### src/rtl/sad_pkg.sv
// Shared types and constants for the SAD motion-estimation datapath.
// Row geometry, feeder state encoding and the compute_sad lane width.
package sad_pkg;
  localparam int PIX_W       = 8;
  localparam int PIX_PER_ROW = 8;
  localparam int ROW_W       = PIX_W * PIX_PER_ROW;
  localparam int SAD_LANE_W  = 12;

  typedef logic [ROW_W-1:0] row_t;

  typedef enum logic {
    ST_FILL = 1'b0,
    ST_RUN  = 1'b1
  } feed_state_t;
endpackage

### src/rtl/sad_window_feeder_if.sv
// Row-input streams and window-output stream of the SAD window feeder.
// slave is the feeder side; master is the producer/consumer side.
interface sad_window_feeder_if #(
  parameter int CNT_W = 4
);
  import sad_pkg::*;

  logic             cur_valid;
  row_t             cur_row;
  logic             cur_ready;
  logic             org_valid;
  row_t             org_row;
  logic             org_ready;
  logic             win_valid;
  logic             win_ready;
  row_t             cur_upper_pix;
  row_t             cur_middle_pix;
  row_t             cur_lower_pix;
  row_t             org_pix;
  logic [CNT_W-1:0] win_row;
  logic             win_last;

  modport slave (
    input  cur_valid, cur_row, org_valid, org_row, win_ready,
    output cur_ready, org_ready, win_valid, cur_upper_pix, cur_middle_pix,
           cur_lower_pix, org_pix, win_row, win_last
  );

  modport master (
    output cur_valid, cur_row, org_valid, org_row, win_ready,
    input  cur_ready, org_ready, win_valid, cur_upper_pix, cur_middle_pix,
           cur_lower_pix, org_pix, win_row, win_last
  );
endinterface

### src/rtl/sad_row_shift3.sv
// Three-row window shift register with staging registers for block priming.
// Staged rows only enter the live window on the first shift of a block (prime).
module sad_row_shift3
  import sad_pkg::*;
(
  input  logic clk,
  input  logic rst_n,
  input  logic load_mid,
  input  logic load_low,
  input  logic shift,
  input  logic prime,
  input  row_t row_in,
  output row_t upper,
  output row_t middle,
  output row_t lower
);
  row_t stage_mid;
  row_t stage_low;

  always_ff @(posedge clk or negedge rst_n) begin
    if (!rst_n) begin
      stage_mid <= '0;
      stage_low <= '0;
      upper     <= '0;
      middle    <= '0;
      lower     <= '0;
    end else begin
      if (load_mid) stage_mid <= row_in;
      if (load_low) stage_low <= row_in;
      // Staging keeps a held final window of the previous block intact.
      if (shift) begin
        upper  <= prime ? stage_mid : middle;
        middle <= prime ? stage_low : lower;
        lower  <= row_in;
      end
    end
  end
endmodule

### src/rtl/sad_window_feeder.sv
// Pairs three-row current windows with org rows for compute_sad; 1-clock accept-to-valid.
// Stalled windows freeze outputs and drop both readies; cur/org are only taken as a pair.
module sad_window_feeder #(
  parameter int BLK_ROWS = 8,
  parameter int ROW_W    = 64,
  parameter int CNT_W    = 4
) (
  input  logic                clk,
  input  logic                rst_n,
  input  logic                blk_abort,
  sad_window_feeder_if.slave  bus
);
  localparam logic [CNT_W-1:0] LAST_ROW = CNT_W'(BLK_ROWS - 1);

  sad_pkg::feed_state_t state;
  logic                 fill_cnt;
  logic [CNT_W-1:0]     row_cnt;
  logic                 live;
  logic                 win_valid_q;
  logic [CNT_W-1:0]     win_row_q;
  logic                 win_last_q;
  logic [ROW_W-1:0]     org_pix_q;
  logic                 slot_free;
  logic                 fill_take;
  logic                 run_take;
  logic                 pair_ok;

  assign slot_free = !win_valid_q || bus.win_ready;
  assign pair_ok   = slot_free && bus.cur_valid && bus.org_valid;
  // live holds the readies low until the first clock after reset release.
  assign fill_take = live && !blk_abort && (state == sad_pkg::ST_FILL) && bus.cur_valid;
  assign run_take  = live && !blk_abort && (state == sad_pkg::ST_RUN) && pair_ok;

  assign bus.cur_ready = live && !blk_abort &&
                         ((state == sad_pkg::ST_FILL) || pair_ok);
  assign bus.org_ready = live && !blk_abort && (state == sad_pkg::ST_RUN) && pair_ok;
  assign bus.win_valid = win_valid_q;
  assign bus.win_row   = win_row_q;
  assign bus.win_last  = win_last_q;
  assign bus.org_pix   = org_pix_q;

  sad_row_shift3 u_shift (
    .clk      (clk),
    .rst_n    (rst_n),
    .load_mid (fill_take && !fill_cnt),
    .load_low (fill_take && fill_cnt),
    .shift    (run_take),
    .prime    (row_cnt == '0),
    .row_in   (bus.cur_row),
    .upper    (bus.cur_upper_pix),
    .middle   (bus.cur_middle_pix),
    .lower    (bus.cur_lower_pix)
  );

  always_ff @(posedge clk or negedge rst_n) begin
    if (!rst_n) begin
      state       <= sad_pkg::ST_FILL;
      fill_cnt    <= 1'b0;
      row_cnt     <= '0;
      live        <= 1'b0;
      win_valid_q <= 1'b0;
      win_row_q   <= '0;
      win_last_q  <= 1'b0;
      org_pix_q   <= '0;
    end else begin
      live <= 1'b1;
      if (blk_abort) begin
        state       <= sad_pkg::ST_FILL;
        fill_cnt    <= 1'b0;
        row_cnt     <= '0;
        win_valid_q <= 1'b0;
      end else begin
        if (run_take) begin
          org_pix_q   <= bus.org_row;
          win_row_q   <= row_cnt;
          win_last_q  <= (row_cnt == LAST_ROW);
          win_valid_q <= 1'b1;
          if (row_cnt == LAST_ROW) begin
            row_cnt  <= '0;
            fill_cnt <= 1'b0;
            state    <= sad_pkg::ST_FILL;
          end else begin
            row_cnt <= row_cnt + CNT_W'(1);
          end
        end else if (bus.win_ready) begin
          win_valid_q <= 1'b0;
        end
        if (fill_take) begin
          fill_cnt <= !fill_cnt;
          if (fill_cnt) state <= sad_pkg::ST_RUN;
        end
      end
    end
  end
endmodule

### src/flat_wrapper.sv
// flat-port wrapper written by rule: the top's interface ports become plain ports
module sad_window_feeder_flat 
#(
  parameter int BLK_ROWS = 8,
  parameter int ROW_W    = 64,
  parameter int CNT_W    = 4
)
  (clk, rst_n, blk_abort, bus_cur_valid, bus_cur_row, bus_org_valid, bus_org_row, bus_win_ready, bus_cur_ready, bus_org_ready, bus_win_valid, bus_cur_upper_pix, bus_cur_middle_pix, bus_cur_lower_pix, bus_org_pix, bus_win_row, bus_win_last);
  sad_window_feeder_if #(.CNT_W(CNT_W)) bus_i ();
  input  logic clk;
  input  logic rst_n;
  input  logic blk_abort;
  input wire logic [$bits(bus_i.cur_valid)-1:0] bus_cur_valid;
  input wire logic [$bits(bus_i.cur_row)-1:0] bus_cur_row;
  input wire logic [$bits(bus_i.org_valid)-1:0] bus_org_valid;
  input wire logic [$bits(bus_i.org_row)-1:0] bus_org_row;
  input wire logic [$bits(bus_i.win_ready)-1:0] bus_win_ready;
  output wire logic [$bits(bus_i.cur_ready)-1:0] bus_cur_ready;
  output wire logic [$bits(bus_i.org_ready)-1:0] bus_org_ready;
  output wire logic [$bits(bus_i.win_valid)-1:0] bus_win_valid;
  output wire logic [$bits(bus_i.cur_upper_pix)-1:0] bus_cur_upper_pix;
  output wire logic [$bits(bus_i.cur_middle_pix)-1:0] bus_cur_middle_pix;
  output wire logic [$bits(bus_i.cur_lower_pix)-1:0] bus_cur_lower_pix;
  output wire logic [$bits(bus_i.org_pix)-1:0] bus_org_pix;
  output wire logic [$bits(bus_i.win_row)-1:0] bus_win_row;
  output wire logic [$bits(bus_i.win_last)-1:0] bus_win_last;
  assign bus_i.cur_valid = bus_cur_valid;
  assign bus_i.cur_row = bus_cur_row;
  assign bus_i.org_valid = bus_org_valid;
  assign bus_i.org_row = bus_org_row;
  assign bus_i.win_ready = bus_win_ready;
  assign bus_cur_ready = bus_i.cur_ready;
  assign bus_org_ready = bus_i.org_ready;
  assign bus_win_valid = bus_i.win_valid;
  assign bus_cur_upper_pix = bus_i.cur_upper_pix;
  assign bus_cur_middle_pix = bus_i.cur_middle_pix;
  assign bus_cur_lower_pix = bus_i.cur_lower_pix;
  assign bus_org_pix = bus_i.org_pix;
  assign bus_win_row = bus_i.win_row;
  assign bus_win_last = bus_i.win_last;
  sad_window_feeder #(.BLK_ROWS(BLK_ROWS), .ROW_W(ROW_W), .CNT_W(CNT_W)) u_core (.clk(clk), .rst_n(rst_n), .blk_abort(blk_abort), .bus(bus_i));
endmodule
### config.mk
export PLATFORM = sky130hd
export DESIGN_NAME = sad_window_feeder_flat
export DESIGN_NICKNAME = d
export VERILOG_FILES = /design/src/rtl/sad_pkg.sv /design/src/rtl/sad_window_feeder_if.sv /design/src/rtl/sad_row_shift3.sv /design/src/rtl/sad_window_feeder.sv /design/src/flat_wrapper.sv
export SDC_FILE = /design/constraint.sdc
export NUM_CORES = 1
export LEC_CHECK = 0
export CAP_MARGIN = 20
export CORE_MARGIN = 4
export CORE_UTILIZATION = 56
export CTS_BUF_LIST = sky130_fd_sc_hd__clkbuf_4
export CTS_CLUSTER_DIAMETER = 30
export DETAILED_ROUTE_END_ITERATION = 7
export PLACE_DENSITY = 0.92
export SLEW_MARGIN = 20
export SYNTH_ARGS = -nofsm -noshare
export SYNTH_HDL_FRONTEND = slang
export SYNTH_HIERARCHICAL = 1
export SYNTH_SLANG_ARGS = --single-unit
### constraint.sdc
create_clock -name clk -period 4.4 [get_ports clk]
set_input_delay 0.44 -clock clk [delete_from_list [all_inputs] [get_ports clk]]
set_output_delay 0.44 -clock clk [all_outputs]
set_load 0.02 [all_outputs]
Yosys cells after proc, flatten, opt, wreduce, memory -nomap -nowiden:

Cells that the tools add are included.

* input port bits: 134
* word-level logic and storage cells: 56
* register bits: 397

* equality and inequality tests: 1
* bitwise logic cells: 2
* muxes and demuxes: 17
* reductions and logical operators: 22
* add/sub/neg operators: 1

Operator list (count)
* $mux W64: 2
* $mux W1: 12
* $mux W4: 3
* $logic_and A1 B1 Y1: 10
* $reduce_bool A3 Y1: 3
* $add A4 B1 Y4 const B: 1
* $eq A4 B3 Y1 const B: 1
* $logic_not A4 Y1: 1
* $reduce_and A2 Y1: 2
* $logic_not A1 Y1: 3
* $logic_or A1 B1 Y1: 2
* $not A1 Y1: 2
* $reduce_bool A2 Y1: 1

Logic depth before layout (Yosys ltp):

Gate-level depths: netlist (run 1).

* depth in word-level cells: 9
* gate-level depth with buffers: 9

Modules after synthesis:

Netlist (run 1), hierarchy kept.

By module, submodules not included
* sad_row_shift3: area each 13570.5 µm², times used 1, cells an instance 960
* sad_window_feeder: area each 3004.1 µm², times used 1, cells an instance 337

Worst setup path before layout (run 1):

OpenSTA, ideal clock, no wires.

* kind: reg2reg
* from: register u_core.win_valid_q (netlist: u_core/bus.win_valid)
* to: register u_core.u_shift.lower[31]
* arrival: 2134 ps
* data required time: 4275 ps
* stages on the path, launching flop included: 9
* slack: 2141 ps
* clock period less this slack: 2259 ps
* path buffers: 4
* cell sequence: dfrtp_1 nor2b_1 or3_1 inv_2 buf_2 buf_2 buf_6 buf_6 mux2_4

* word-level cells in the longest chain between the ends: 5

Ends and longest elaborated chain
* start, declared: line sad_window_feeder.sv:19 `logic win_valid_q;`
* start signal, assigned: line sad_window_feeder.sv:61 `win_valid_q <= 1'b0;`
* start signal, assigned: line sad_window_feeder.sv:71 `win_valid_q <= 1'b0;`
* start signal, assigned: line sad_window_feeder.sv:77 `win_valid_q <= 1'b1;`
* $logic_not A1 Y1: line sad_window_feeder.sv:28 `assign slot_free = !win_valid_q || bus.win_ready;`
* $logic_or A1 B1 Y1: line sad_window_feeder.sv:28
* $logic_and A1 B1 Y1 (2 in series): line sad_window_feeder.sv:29 `assign pair_ok = slot_free && bus.cur_valid && bus.org_valid;`
* $logic_and A1 B1 Y1
* net bus_org_ready: line flat_wrapper.sv:19 `output wire logic [$bits(bus_i.org_ready)-1:0] bus_org_ready;`
* end signal, assigned: line sad_row_shift3.sv:34 `lower <= row_in;`
* end, declared: line sad_row_shift3.sv:15 `output row_t lower`

The timed path passes the listed nets, and every way through them passes these cells.
A chain may end at the register's enable or synchronous reset.

Final worst setup path (run 1):

* from: register u_core.win_valid_q (netlist: u_core/bus.win_valid)
* to: output port bus_org_ready

* word-level cells in the longest chain between the ends: 5

Ends and longest elaborated chain
* $logic_not A1 Y1: line sad_window_feeder.sv:28
* $logic_or A1 B1 Y1: line sad_window_feeder.sv:28
* $logic_and A1 B1 Y1 (2 in series): line sad_window_feeder.sv:29
* $logic_and A1 B1 Y1: line sad_window_feeder.sv:36 `assign bus.org_ready = live && !blk_abort && (state == sad_pkg::ST_RUN) && pair_ok;`
* end, declared: line flat_wrapper.sv:19

Every way passes these cells.

==> impl_metrics.toml, run 1 <==
[global_routing]
antenna_found_initial = 2
use_met2_pct = 45.9
grt_pass1_vias = 13100
grt_max_degree = 132
grtUsageMet1_pct = 29.7
grt_overflow = 0
grt.busiest_layer = "met2"
grt_first_pass_wirelength_um = 69200
met3_usage_pct = 8.24
grt_use_total_pct = 26.3

[route]
avgViaCountPerCell = 5.37
ant_nets = 0
wl_per_cell_um = 19.8
vias = 11800
drt-total-wl_um = 43300
first_pass_iters = 5
dr.first_iter.drc_count = 664
drc = 0

[logic_synthesis]
syn_nets = 1433
synth-seq-cells = 397
synth_top_area_share_pct = 59.9
synth_compound_area_share_pct = 5.82
netlist_area_um2 = 16600
synth-simple-area-share_pct = 8.20
yosys-top-cells-area = "dfrtp_1 (60%), mux2_2 (11%), mux2i_1 (7.9%), nand2_1 (4.8%), a21oi_2 (3.8%)"
ys_warn_count = 6
synth_adder_area_share_pct = 0.151
avgSynthCellArea_um2 = 12.8
synth_top_area_cell = "dfrtp_1"
synth.yosys.seq_area_share_pct = 59.9
synth-xor-area-share_pct = 0
postSynthCellCount = 1297
synth.area.mux_share_pct = 21.6
synth_cell_type_count = 28
synth_top_family_by_area = "multiplexers"

[layout]
final_util_pct = 75.8
seqCellArea_um2 = 9930
layout_commonest_cell = "dfrtp_1"
n_fill_cell = 1675
synthToLayoutAreaGrowth_pct = 32.4
multi_input_area_um2 = 5960
final_cell_mix = "dfrtp_1 (397), clkdlybuf4s50_1 (396), nand2_1 (210)"
design_area_um2 = 21900
nets = 1872
layout-drive-gt1-share_pct = 24.4

[sta]
final-hold-violation-count = 0
period_minus_slack_ps = 3310
fmax_mhz = 302
fin_crit_sh_pct = 75.1
finClkSkew_ps = 46.9
timing.final.setup_violations = 0
tns_ps = 0
rsz0062_at_grt = "false"
tightest_slew_ps = 985
slew_headroom_pct = 34.3
drv_slew = 0

[clocking]
cts_setup_buffers = 0
cts_max_level = 3
clk_pin_slew_worst_paths_ps = 90
cts.sinks = 397
cts_made_buffers = 100
clk_path_buf_depth = 3
clkLatencyLatePin_ps = 710
cts_tree = "done"
cts_root_buffer = "clkbuf_4"

[setup_path]
worstPathCellList = "nor2b_1 > or3_2 > inv_8 > clkdlybuf4s50_1"
cp_slowest_cell = "clkdlybuf4s50_1"
cp_max_fo = 59
max_stage_delay_ps = 690
critPathRequiredTime_ps = 3960
cp.arrival_ps = 2870
worstSetupEndpointType = "output port"
startpoint_type = "flop"
critPathKind = "reg -> out"

[die]
start_util_pct = 57.3
die_area_um2 = 32400
io_pins = 398
die_h_um = 180
core_um2 = 28900
dieWidth_um = 180
rows = 62

[min_path]
min_path_type = "in -> reg"

[power_and_ir_drop]
power_mw = 9.73
cellPowerDensity_nw_per_um2 = 443
p_leak_nw = 10.8
peakVddDrop_uv = 267

[placed_design]
dpl-instance-area_um2 = 20600
io_buffers = 397
hpwl_um = 28200
place.gp.congestion = 0.792

[flow_run]
cap_violations = 0

[outcome]
status = "completed"
metrics by stage:
step	setup slack, ps	hold WS, ps	cells
floorplan	2140	144	1297
global placement	1300	457	2017
detailed placement	1270	461	2017
CTS	1020	175	2188
global route	943	202	2190
finish	1090	245	2190
layer usage:
metal | vias to the layer above | part of all wire (%)
met5 | - | 0
met4 | 0 | 4.2
met3 | 102 | 7.6
met2 | 473 | 51
met1 | 5875 | 37
li1 | 5317 | -
area by class of cell:
cell class | instances | area share, %
Inverter | 5 | 0.120
Sequential cell | 397 | 45.3
Multi-Input combinational cell | 816 | 27.2
Clock buffer | 138 | 4.72
Tap cell | 384 | 2.19
Timing Repair Buffer | 416 | 19.3
Antenna cell | 2 | 0.0228
Clock inverter | 32 | 1.26
final timing paths:
| path | start | to | slack [ps] | depth (start not counted) |
|---|---|---|---|---|
| max | u_core/bus.win_valid$_DFFE_PN0P_ | bus_org_ready | 1090 | 4 |
| max in group asynchronous | rst_n | u_core/u_shift/middle[0]$_DFFE_PN0P_ | 2830 | 3 |
| min reg2reg | u_core/bus.org_pix[10]$_DFFE_PN0P_ | u_core/bus.org_pix[10]$_DFFE_PN0P_ | 470 | 2 |
| max reg2reg | u_core/bus.win_valid$_DFFE_PN0P_ | u_core/u_shift/lower[0]$_DFFE_PN0P_ | 1790 | 5 |
| min in group asynchronous | rst_n | u_core/u_shift/upper[24]$_DFFE_PN0P_ | 430 | 2 |
| min | bus_org_row[61] | u_core/bus.org_pix[61]$_DFFE_PN0P_ | 250 | 3 |
cell usage after synthesis:
| library cell | n |
|---|---|
| inv_2 | 1 |
| nor3b_1 | 1 |
| a21oi_1 | 59 |
| nand2_1 | 210 |
| nand3_1 | 2 |
| a21oi_2 | 72 |
| nor2b_1 | 1 |
| buf_6 | 6 |
| conb_1 | 1 |
| a21o_1 | 2 |
| o21ai_1 | 2 |
| mux2_4 | 32 |
| dfrtp_1 | 397 |
| buf_2 | 37 |
| nor2_1 | 133 |
| o21ai_0 | 1 |
| nand3b_1 | 1 |
| or3_1 | 2 |
| nor4_1 | 1 |
| a31o_2 | 1 |
| ha_1 | 2 |
| nand4b_1 | 1 |
| buf_12 | 13 |
| mux2i_1 | 130 |
| buf_4 | 23 |
| mux2_2 | 160 |
| inv_1 | 4 |
| and3_1 | 2 |
what timing repair did:
item,in CTS,in global routing
hold buffers,1,0
gates resized for setup,0,0
setup endpoints to repair,0,0
hold endpoints to repair,125,0
flip-flops by register name, indices dropped and copies added (netlist names), 4 cells and up:
register / cells
u_core/bus.org_pix: 64
u_core/bus.win_row: 4
u_core/row_cnt: 4
u_core/u_shift/lower: 64
u_core/u_shift/middle: 64
u_core/u_shift/stage_low: 64
u_core/u_shift/stage_mid: 64
u_core/u_shift/upper: 64
critical path: cells and delay by family, from the launching register on:
family                 cells  cell delay (ps)
flip-flops                 1              380
buffers and inverters      2             1030
AND/OR/NAND/NOR            2              750
cells by family (layout without fill, tap and decap cells):
| group | after synthesis | in the layout |
|---|---|---|
| AOI/OAI and AO/OA | 137 | 137 |
| and+or+nand+nor | 354 | 354 |
| buffers and inverters | 84 | 591 |
| DFF | 397 | 397 |
| muxes | 322 | 322 |
| adders and majority gates | 2 | 2 |
| other | 1 | 3 |
where the power goes:
| group | internal [mW] | leakage (nW) | total (mW) | switching (mW) |
|---|---|---|---|---|
| sequential | 4.21 | 5.24 | 4.56 | 0.356 |
| clock | 1.75 | 0.766 | 3.22 | 1.47 |
| combinational | 1.00 | 4.84 | 1.95 | 0.944 |
| total | 6.96 | 10.8 | 9.73 | 2.77 |
Note: power is estimated with default switching activity, not from simulation.
==> run 2: changes to the inputs <==
Settings changed: CORE_UTILIZATION 56 to 52, PLACE_DENSITY 0.92 to 0.86.
Clock period 4.4 ns to 3.4 ns, I/O delays scaled along.
==> run 2 against run 1 <==
Net effect: clock skew about the same; sequential power increased by 29%; utilization decreased by 6.0 points; power increased by 26%; worst hold slack got worse by 120 ps; register-to-register slack got worse by 760 ps; routed wire length decreased by 3.6%; critical path type unchanged.
==> impl_metrics.toml, run 2 (synthesis gave the netlist of run 1 again) <==
[sta]
fmax_mhz = 325
period_minus_slack_ps = 3080
tightest_slew_ps = 822
timing.final.setup_violations = 0
finClkSkew_ps = 47.3
drv_slew = 0
tns_ps = 0
final-hold-violation-count = 0
rsz0062_at_grt = "false"
fin_crit_sh_pct = 90.6
slew_headroom_pct = 45.2

[clocking]
cts_made_buffers = 102
clk_pin_slew_worst_paths_ps = 60
cts.sinks = 397
cts_root_buffer = "clkbuf_4"
clkLatencyLatePin_ps = 760
cts_tree = "done"
cts_resized = 0
clk_path_buf_depth = 3
cts_max_level = 3

[layout]
synthToLayoutAreaGrowth_pct = 32.5
seqCellArea_um2 = 9930
final_cell_mix = "dfrtp_1 (397), clkdlybuf4s50_1 (396), nand2_1 (210)"
instances_no_fill = 2215
n_fill_cell = 2159
layout_commonest_cell = "dfrtp_1"
nets = 1878
multi_input_area_um2 = 5960
layout-drive-gt1-share_pct = 24.9

[power_and_ir_drop]
power_frac_comb_pct = 20.4
swShare_pct = 28.8
p_leak_nw = 10.9
peakVddDrop_uv = 370
pwr-share-seq_pct = 48.2
cellPowerDensity_nw_per_um2 = 556
power_frac_clock_pct = 31.4
p_int_mw = 8.70
p_switching_mw = 3.52

[global_routing]
grt_max_degree = 114
grt_overflow = 0
antenna_found_initial = 4
grt_first_pass_wirelength_um = 66600
grt_use_total_pct = 23.7
grt_pass1_vias = 12500

[die]
die_h_um = 187
die_area_um2 = 34800
dieWidth_um = 187
core_um2 = 31500
rows = 65
start_util_pct = 52.7
io_pins = 398

[setup_path]
cp_max_fo = 18
startpoint_type = "flop"
worstRegToRegCells = 5
cp.arrival_ps = 2740
worstSetupEndpointType = "output port"
critPathKind = "reg -> out"
critPathRequiredTime_ps = 3060

[min_path]
worstHoldPathCells = 3
min_path_type = "in -> reg"

[route]
vias = 11500
first_pass_iters = 5
drc = 0
dr.first_iter.drc_count = 444
wl_per_cell_um = 18.8
drt-total-wl_um = 41700
ant_nets = 0
avgViaCountPerCell = 5.19

[placed_design]
io_buffers = 397
dp_cells = 2039
place.gp.congestion = 0.852
hpwl_um = 28400

[outcome]
status = "completed"

[flow_run]
cap_violations = 0
-- run 2: routing by layer --
| metal | vias up | global-route usage, % | routed length [µm] |
|---|---|---|---|
| li1 | 5328 | - | - |
| met1 | 5680 | 28.0 | 16200 |
| met2 | 406 | 39.1 | 20400 |
| met3 | 81 | 9.03 | 3640 |
| met4 | 0 | 9.87 | 1380 |
| met5 | - | 0 | 0 |
-- run 2: timing repair --
action                    4_1_cts  5_1_grt
hold endpoints to repair       95        0
setup buffers                   0        0
hold buffers                    1        0
-- run 2: stage by stage --
stage          cell area, µm²  hold WS [ps]  util, %  total power [mW]  setup WS, ps
6_report                22000           130     69.8              12.2           321
5_1_grt                 22000          79.6     69.8              12.9           186
4_1_cts                 22000          46.5     69.8              12.4           220
3_5_place_dp            20700           461     65.9              8.48           637
3_3_place_gp            20700           456     65.9              8.35           637
2_1_floorplan           16600          44.4        -              7.22          1140
-- run 2: final cells by class --
| class | count | share of cell area [%] |
|---|---|---|
| Clock buffer | 145 | 4.96 |
| Antenna cell | 4 | 0.0456 |
| Multi-Input combinational cell | 816 | 27.1 |
| Timing Repair Buffer | 420 | 19.7 |
| Sequential cell | 397 | 45.2 |
| Clock inverter | 26 | 0.541 |
| Inverter | 5 | 0.120 |
| Tap cell | 402 | 2.29 |
-- run 2: path summary, 6_finish.rpt --
kind | from | to | slack, ps
max | u_core/bus.win_valid$_DFFE_PN0P_ | bus_org_ready | 320
min | bus_org_row[32] | u_core/bus.org_pix[32]$_DFFE_PN0P_ | 130
max reg2reg | u_core/bus.win_valid$_DFFE_PN0P_ | u_core/u_shift/lower[6]$_DFFE_PN0P_ | 1030
min reg2reg | u_core/bus.org_pix[53]$_DFFE_PN0P_ | u_core/bus.org_pix[53]$_DFFE_PN0P_ | 470
max in group asynchronous | rst_n | u_core/bus.org_pix[3]$_DFFE_PN0P_ | 2220
min in group asynchronous | rst_n | u_core/u_shift/lower[30]$_DFFE_PN0P_ | 260
-- run 2: power by group through the flow --
stage	logic [mW]	registers [mW]	clock network [mW]
after floorplan	0.975	6.24	0
after global placement	2.43	5.92	0
after detailed placement	2.51	5.97	0
after CTS	2.52	5.89	3.98
after global routing	2.68	5.97	4.24
final	2.50	5.89	3.84
-- run 2: worst max-delay path: stages, from the launching register on --
cell	delay (ps)
dfrtp_1	380
nor2b_1	180
or3_2	570
inv_8	200
clkdlybuf4s50_1	670
==> run 3: changes to the inputs <==
Settings changed: CAP_MARGIN 20 to not set, MAX_ROUTING_LAYER set to met4.
==> run 3 against run 2 <==
Net effect: register-to-register slack improved by 30 ps; clock skew increased by 5.3 ps; worst hold slack improved by 7.6 ps; cell area about the same; critical path depth stayed put; setup slack improved by 5.0 ps; sequential cell count is the same; clock-buffer cell count is the same; power about the same; critical endpoint unchanged; largest cell class unchanged.
==> impl_metrics.toml, run 3 (synthesis gave the netlist of run 1 again) <==
[die]
die_area_um2 = 34800
start_util_pct = 52.7
rows = 65
core_um2 = 31500
die_h_um = 187
dieWidth_um = 187
io_pins = 398

[power_and_ir_drop]
p_int_mw = 8.70
p_leak_nw = 10.9
swShare_pct = 28.8
peakVddDrop_uv = 369
pwr-share-seq_pct = 48.2
power_frac_comb_pct = 20.4
cellPowerDensity_nw_per_um2 = 556
p_switching_mw = 3.52
power_frac_clock_pct = 31.4

[route]
first_pass_iters = 5
wl_per_cell_um = 18.9
ant_nets = 0
vias = 11600
drt-total-wl_um = 41800
drc = 0
avgViaCountPerCell = 5.23
dr.first_iter.drc_count = 467

[sta]
tns_ps = 0
finClkSkew_ps = 52.5
fin_crit_sh_pct = 90.4
tightest_slew_ps = 819
drv_slew = 0
rsz0062_at_grt = "false"
final-hold-violation-count = 0
period_minus_slack_ps = 3070
slew_headroom_pct = 45.4
timing.final.setup_violations = 0
fmax_mhz = 325

[layout]
design_area_um2 = 22000
synthToLayoutAreaGrowth_pct = 32.6
seqCellArea_um2 = 9930
final_cell_mix = "dfrtp_1 (397), clkdlybuf4s50_1 (396), nand2_1 (210)"
n_fill_cell = 2157
layout_commonest_cell = "dfrtp_1"
multi_input_area_um2 = 5960
layout-drive-gt1-share_pct = 24.9
nets = 1878

[global_routing]
grt_pass1_vias = 12500
grt_use_total_pct = 24.4
grt_first_pass_wirelength_um = 66400
grt_overflow = 0
grt_max_degree = 114
antenna_found_initial = 4

[min_path]
min_path_type = "in -> reg"
worstHoldPathCells = 3

[clocking]
cts_resized = 0
cts_tree = "done"
cts.sinks = 397
cts_max_level = 3
clkLatencyLatePin_ps = 750
clk_pin_slew_worst_paths_ps = 60
cts_made_buffers = 102
cts_root_buffer = "clkbuf_4"
cts_setup_buffers = 0
clk_path_buf_depth = 3

[outcome]
status = "completed"

[setup_path]
rrSetupSlack_ps = 1060
cp_max_fo = 18
startpoint_type = "flop"
critPathRequiredTime_ps = 3060
worstSetupEndpointType = "output port"
cp.arrival_ps = 2730
critPathKind = "reg -> out"
worstRegToRegCells = 5

[flow_run]
cap_violations = 0

[placed_design]
hpwl_um = 28400
place.gp.congestion = 0.866
dpl-instance-area_um2 = 20700
io_buffers = 397
==> run 3: changes by cell type in the layout (fill, tap and decap cells not counted), sizes merged <==
cell   before  now
diode       4    5
==> run 3: area by class of cell <==
class	count	area share, %
diodes	5	0.0570
clock buffers	145	4.95
clock inverters	26	0.541
inverters	5	0.120
multi-input cells	816	27.1
flip-flops and latches	397	45.2
well taps	402	2.29
repair buffers	420	19.7
==> run 3: power by group through the flow <==
stage                     clock network [mW]  registers (mW)  logic, mW
final                                   3.84            5.89       2.50
after global routing                    4.24            5.97       2.68
after CTS                               3.98            5.89       2.52
after detailed placement                   0            5.97       2.51
after global placement                     0            5.92       2.43
after floorplan                            0            6.24      0.975
==> run 3: final timing paths <==
check,to,from
hold / removal,u_core/bus.org_pix[32]$_DFFE_PN0P_,bus_org_row[32]
max in group asynchronous,u_core/bus.org_pix[3]$_DFFE_PN0P_,rst_n
min in group asynchronous,u_core/u_shift/lower[30]$_DFFE_PN0P_,rst_n
hold reg to reg,u_core/bus.org_pix[48]$_DFFE_PN0P_,u_core/bus.org_pix[48]$_DFFE_PN0P_
setup reg to reg,u_core/u_shift/lower[60]$_DFFE_PN0P_,u_core/bus.win_valid$_DFFE_PN0P_
setup / recovery,bus_org_ready,u_core/bus.win_valid$_DFFE_PN0P_
==> run 3: stage by stage <==
step	setup WS, ps	cells	hold WS (ps)	utilization [%]	total power [mW]
4_1_cts	220	2211	46.5	69.8	12.4
3_3_place_gp	637	2039	456	65.9	8.35
6_report	326	2216	137	69.8	12.2
2_1_floorplan	1140	1297	44.4	-	7.22
5_1_grt	186	2216	79.5	69.8	12.9
3_5_place_dp	637	2039	461	65.9	8.48
==> run 3: repair_timing <==
item | in CTS | in global routing
hold endpoints to repair | 95 | 0
setup endpoints to repair | 0 | 0
hold buffers | 1 | 0
==> run 3: per-layer routing <==
metal	track usage (%)	up-vias	wire, µm
met5	-	-	0
met4	9.87	0	1370
met3	8.23	76	3370
met2	39.2	434	20600
met1	28.5	5745	16500
li1	-	5329	-
==> run 3: critical path, stage by stage (launching register included) <==
cell and delay [ps]:
dfrtp_1 380, nor2b_1 180, or3_2 570, inv_8 200, clkdlybuf4s50_1 670
